**config.mk**
```make
export PLATFORM = sky130hd
export DESIGN_NAME = dmem_arbiter
export DESIGN_NICKNAME = d
export VERILOG_FILES = /design/src/rtl/dmem_arb_pkg.sv /design/src/rtl/dmem_arb_sat_cnt.sv /design/src/rtl/dmem_arbiter.sv
export SDC_FILE = /design/constraint.sdc
export NUM_CORES = 1
export LEC_CHECK = 0
export BUFFER_PORTS_ARGS = -buffer_cell sky130_fd_sc_hd__buf_2
export CORE_AREA = 5 5 112 114
export DETAILED_ROUTE_END_ITERATION = 16
export DIE_AREA = 0 0 117 119
export HOLD_SLACK_MARGIN = 0.12
export SLEW_MARGIN = 20
export SYNTH_ARGS = -nofsm -noshare
export SYNTH_HDL_FRONTEND = slang
export SYNTH_SLANG_ARGS = --single-unit
```
**constraint.sdc**
```tcl
create_clock -name clk -period 2.3 [get_ports clk]
set_input_delay 0.345 -clock clk [delete_from_list [all_inputs] [get_ports clk]]
set_output_delay 0.345 -clock clk [all_outputs]
set_load 0.01 [all_outputs]
```
**src/rtl/dmem_arb_pkg.sv**
```systemverilog
// Shared types and constants for the data-memory arbiter.
// Response owner encoding and MEM-stage ctrl bit positions.
package dmem_arb_pkg;

  typedef enum logic [1:0] {
    RSP_NONE = 2'd0,
    RSP_CPU  = 2'd1,
    RSP_DMA  = 2'd2
  } rsp_e;

  localparam int MEMREAD_BIT      = 4;
  localparam int MEMWRITE_BIT     = 3;
  localparam int STARVE_LIMIT_DEF = 8;
  localparam int WAIT_W           = 8;

endpackage

```
**src/rtl/dmem_arb_sat_cnt.sv**
```systemverilog
// 32-bit saturating event counter with enable and synchronous reset.
// Used for the optional arbiter statistics.
module dmem_arb_sat_cnt (
  input  logic        clk,
  input  logic        reset,
  input  logic        en_i,
  output logic [31:0] cnt_o
);

  logic [31:0] cnt_q;
  logic [31:0] cnt_d;

  always_comb begin
    cnt_d = cnt_q;
    if (en_i && (cnt_q != 32'hFFFF_FFFF)) begin
      cnt_d = cnt_q + 32'd1;
    end
  end

  always_ff @(posedge clk) begin
    if (reset) begin
      cnt_q <= '0;
    end else begin
      cnt_q <= cnt_d;
    end
  end

  assign cnt_o = cnt_q;

endmodule

```
**src/rtl/dmem_arbiter.sv**
```systemverilog
// CPU/DMA single-port data-memory arbiter with starvation guard.
// DMEM_ARB_STATS_EN adds stall and DMA-grant statistic counters.
module dmem_arbiter
  import dmem_arb_pkg::*;
#(
  parameter int ADDR_W       = 32,
  parameter int DATA_W       = 32,
  parameter int STARVE_LIMIT = STARVE_LIMIT_DEF
) (
  input  logic              clk,
  input  logic              reset,
  input  logic              cpu_rd,
  input  logic              cpu_wr,
  input  logic [ADDR_W-1:0] cpu_addr,
  input  logic [DATA_W-1:0] cpu_wdata,
  output logic              cpu_stall,
  output logic              cpu_rvalid,
  output logic [DATA_W-1:0] cpu_rdata,
  input  logic              dma_req,
  input  logic              dma_we,
  input  logic [ADDR_W-1:0] dma_addr,
  input  logic [DATA_W-1:0] dma_wdata,
  output logic              dma_gnt,
  output logic              dma_rvalid,
  output logic [DATA_W-1:0] dma_rdata,
  output logic              mem_en,
  output logic              mem_we,
  output logic [ADDR_W-1:0] mem_addr,
  output logic [DATA_W-1:0] mem_wdata,
  input  logic [DATA_W-1:0] mem_rdata
`ifdef DMEM_ARB_STATS_EN
  ,
  output logic [31:0]       stat_stall_cycles,
  output logic [31:0]       stat_dma_grants
`endif
);

  localparam logic [WAIT_W-1:0] LIMIT = WAIT_W'(STARVE_LIMIT);

  logic              cpu_acc;
  logic              cpu_gnt;
  logic              force_dma;
  logic [WAIT_W-1:0] wait_q;
  logic [WAIT_W-1:0] wait_d;
  rsp_e              rsp_q;
  rsp_e              rsp_d;
  logic              cpu_rvalid_q;
  logic              dma_rvalid_q;

  // Read and write together is treated as a bubble, not an access.
  assign cpu_acc   = cpu_rd ^ cpu_wr;
  assign force_dma = (wait_q == LIMIT);
  assign dma_gnt   = dma_req & (~cpu_acc | force_dma);
  assign cpu_gnt   = cpu_acc & ~dma_gnt;
  assign cpu_stall = cpu_acc & dma_gnt;

  always_comb begin
    mem_en    = dma_gnt | cpu_gnt;
    mem_we    = 1'b0;
    mem_addr  = '0;
    mem_wdata = '0;
    unique case (1'b1)
      dma_gnt: begin
        mem_we    = dma_we;
        mem_addr  = dma_addr;
        mem_wdata = dma_wdata;
      end
      cpu_gnt: begin
        mem_we    = cpu_wr;
        mem_addr  = cpu_addr;
        mem_wdata = cpu_wdata;
      end
      default: ;
    endcase
  end

  always_comb begin
    wait_d = wait_q;
    if (!dma_req || dma_gnt) begin
      wait_d = '0;
    end else if (wait_q < LIMIT) begin
      wait_d = wait_q + 1'b1;
    end
  end

  always_comb begin
    rsp_d = RSP_NONE;
    if (dma_gnt && !dma_we) begin
      rsp_d = RSP_DMA;
    end else if (cpu_gnt && cpu_rd) begin
      rsp_d = RSP_CPU;
    end
  end

  always_ff @(posedge clk) begin
    if (reset) begin
      rsp_q        <= RSP_NONE;
      wait_q       <= '0;
      cpu_rvalid_q <= 1'b0;
      dma_rvalid_q <= 1'b0;
    end else begin
      rsp_q        <= rsp_d;
      wait_q       <= wait_d;
      cpu_rvalid_q <= (rsp_d == RSP_CPU);
      dma_rvalid_q <= (rsp_d == RSP_DMA);
    end
  end

  assign cpu_rvalid = cpu_rvalid_q;
  assign dma_rvalid = dma_rvalid_q;
  assign cpu_rdata  = (rsp_q == RSP_CPU) ? mem_rdata : '0;
  assign dma_rdata  = (rsp_q == RSP_DMA) ? mem_rdata : '0;

`ifdef DMEM_ARB_STATS_EN
  dmem_arb_sat_cnt u_stall_cnt (
    .clk   (clk),
    .reset (reset),
    .en_i  (cpu_stall),
    .cnt_o (stat_stall_cycles)
  );

  dmem_arb_sat_cnt u_gnt_cnt (
    .clk   (clk),
    .reset (reset),
    .en_i  (dma_gnt),
    .cnt_o (stat_dma_grants)
  );
`endif

endmodule

```
==> impl_metrics.toml <==
[die]
die-area_mm2 = 0.0139
core_area_mm2 = 0.0113
die_w_um = 117
die-height_um = 119
initial_core_util_pct = 14.5
core.rowCount = 39
ios = 300

[outcome]
status = "complete, no violations"

[clocking]
holdBufCountCts = 0
cts_buffer_depth = 2
clk_pin_slew_ns = 0.04
cts.sinks = 11
cts_max_level = 1
cts_tree = "built"
clk-insertion-delay-late_ns = 0.24
numCtsBuffers = 3
cts_root_buffer = "clkbuf_16"

[placement]
routabilityCongestion = 0.991
io_buffers = 299
hpwl_mm = 8.47

[synth]
synthTopCellsByArea = "a22o_1 (34%), and2_1 (26%), dfxtp_1 (13%)"
yosysSeqAreaShare_pct = 13.4
syn_nets = 370
syn_area_mm2 = 0.00164
synth_edf_count = 0
yosys.area.top_type_share_pct = 33.6
yosys.area.top_type = "a22o_1"
ys.flop_type = "dfxtp_1"
postSynthAreaPerCell_um2 = 8.14
ys.warnings.count = 0
ys_async_sr_fraction_pct = 0
synth.distinct_cells = 31
netlist_instances = 202
ys_seq_elements = 11

[global_route]
antenna_found_initial = 0
grt_pass1_vias = 2782
overflow = 0
grt_max_degree = 45
grt_pass1_wl_mm = 14.1
grt_use_total_pct = 12.6

[routing]
wl_mm = 10.6
route.detailed.drc = 0
initialDrtViolationCount = 71
wl_per_cell_um = 16.3
num_vias = 2855
ant_nets = 0
post_drt_via_cell_ratio = 4.40
drtPass1Iterations = 5

[run]
cap_viol_max_count = 0

[worst_setup_path]
crit_type = "flip-flop to output pin"
cp.arrival_ns = 1.91
crit_family = "simple AND/OR/NAND/NOR gates"
path_max_fanout = 4
cp-start-kind = "flip-flop"
cpMaxStageDelayCell = "dfxtp_2"
crit_path_end_kind = "output pin"
crit_buf_inv = 3
crit_path_max_incr_delay_ns = 0.33
required_ns = 1.96
crit_chain = "inv_2 > ha_1 > nor2b_4 > and3_4 > buf_4 > or3_1 > a31o_2 > buf_6"

[layout]
fillCellCount = 1174
n_antenna_cell = 0
multi_input_area_mm2 = 0.00127
fin_nets = 675
final_util_pct = 31.4
drive_above_1_share_pct = 66.6
layout_common_cells = "buf_2 (297), and2_1 (69), a22o_1 (62)"
final_common_cell = "buf_2"
area_growth_pct = 116
regArea_um2 = 225

[power_and_ir_drop]
p_leak_nw = 2.15
power_density_mw_per_mm2 = 353
ir_worst_vdd_uv = 226
total_power_mw = 1.26

[timing]
post-route-period-util_pct = 98.2
setup_violations = 0
tightest_slew_ns = 0.354
slew_headroom_pct = 75.8
slew_violations = 0
clock.fmax_ghz = 0.443
clock_skew_ns = 0.00171
rsz0062_at_grt = "true"
final_hold_viol_count = 0
period_minus_slack_ns = 2.26

[worst_hold_path]
hold_path_class = "primary input to flip-flop"
[what timing repair did]
action	4_1_cts	5_1_grt
endpoints found under the setup margin	65	16
resized for setup	11	5
setup buffers	8	2
gates cloned	2	3
pin swaps	8	4
[registers in the layout, summed over array words and instances (netlist names)]
signal / cells
dma_rvalid: 1
rsp_q: 1
wait_q: 8
cpu_rvalid: 1
[logic make-up (layout without fill, tap and decap cells)]
group,Yosys count,in the layout,synth area share (%)
simple gates,90,90,34.0
compound gates,73,73,39.5
buf+inv,24,328,10.5
flops,11,11,13.4
fa+ha+maj,2,2,1.52
xor+xnor,2,2,1.07
[Yosys cell counts, types with 2 or more instances]
cell and count:
nand2_1 3, clkbuf_1 6, nand3_1 2, buf_2 3
a22o_1 63, ha_1 2, nor2b_1 3, inv_1 4
nor3b_1 2, and2_1 69, nand2b_1 2, nor2_1 4
buf_6 10, dfxtp_1 11, a21oi_1 2
[cell type report]
class / count / area share [%]
clock buffers: 4 / 2.22
inverters: 4 / 0.422
multi-input cells: 167 / 35.8
flip-flops and latches: 11 / 6.34
well taps: 143 / 5.03
repair buffers: 320 / 50.2
[where the power goes]
part | internal (mW) | switching (mW)
logic | 0.393 | 0.350
clock network | 0.233 | 0.0843
registers | 0.195 | 0.00201
[final timing paths]
path         cells past startpoint    endpoint  slack, ns      start
min                              2  dma_rvalid       0.30     dma_we
max                              8      mem_we       0.04  wait_q[0]
min reg2reg                      1   wait_q[4]       0.49  wait_q[4]
max reg2reg                      6  cpu_rvalid       0.76  wait_q[0]
[per-stage QoR]
stage	instance area [um2]	hold slack [ns]	setup WS, ns	setup TNS [ns]	cells
finish	3550	0.302	0.0425	0	649
CTS	3490	0.300	-0.0188	-0.141	646
global placement	3250	0.477	0.0814	0	632
global route	3550	0.319	-0.0141	-0.0473	649
floorplan	1640	0.420	0.259	0	202
detailed placement	3250	0.483	0.0494	0	632
[layer usage]
metal,GRT usage (%),vias up,routed length [um]
met1,13.1,1279,3500
met3,2.79,8,1350
met4,2.58,0,140
li1,-,1347,-
met5,0,-,0
met2,25.0,221,5570
(Power assumes the default switching activity.)
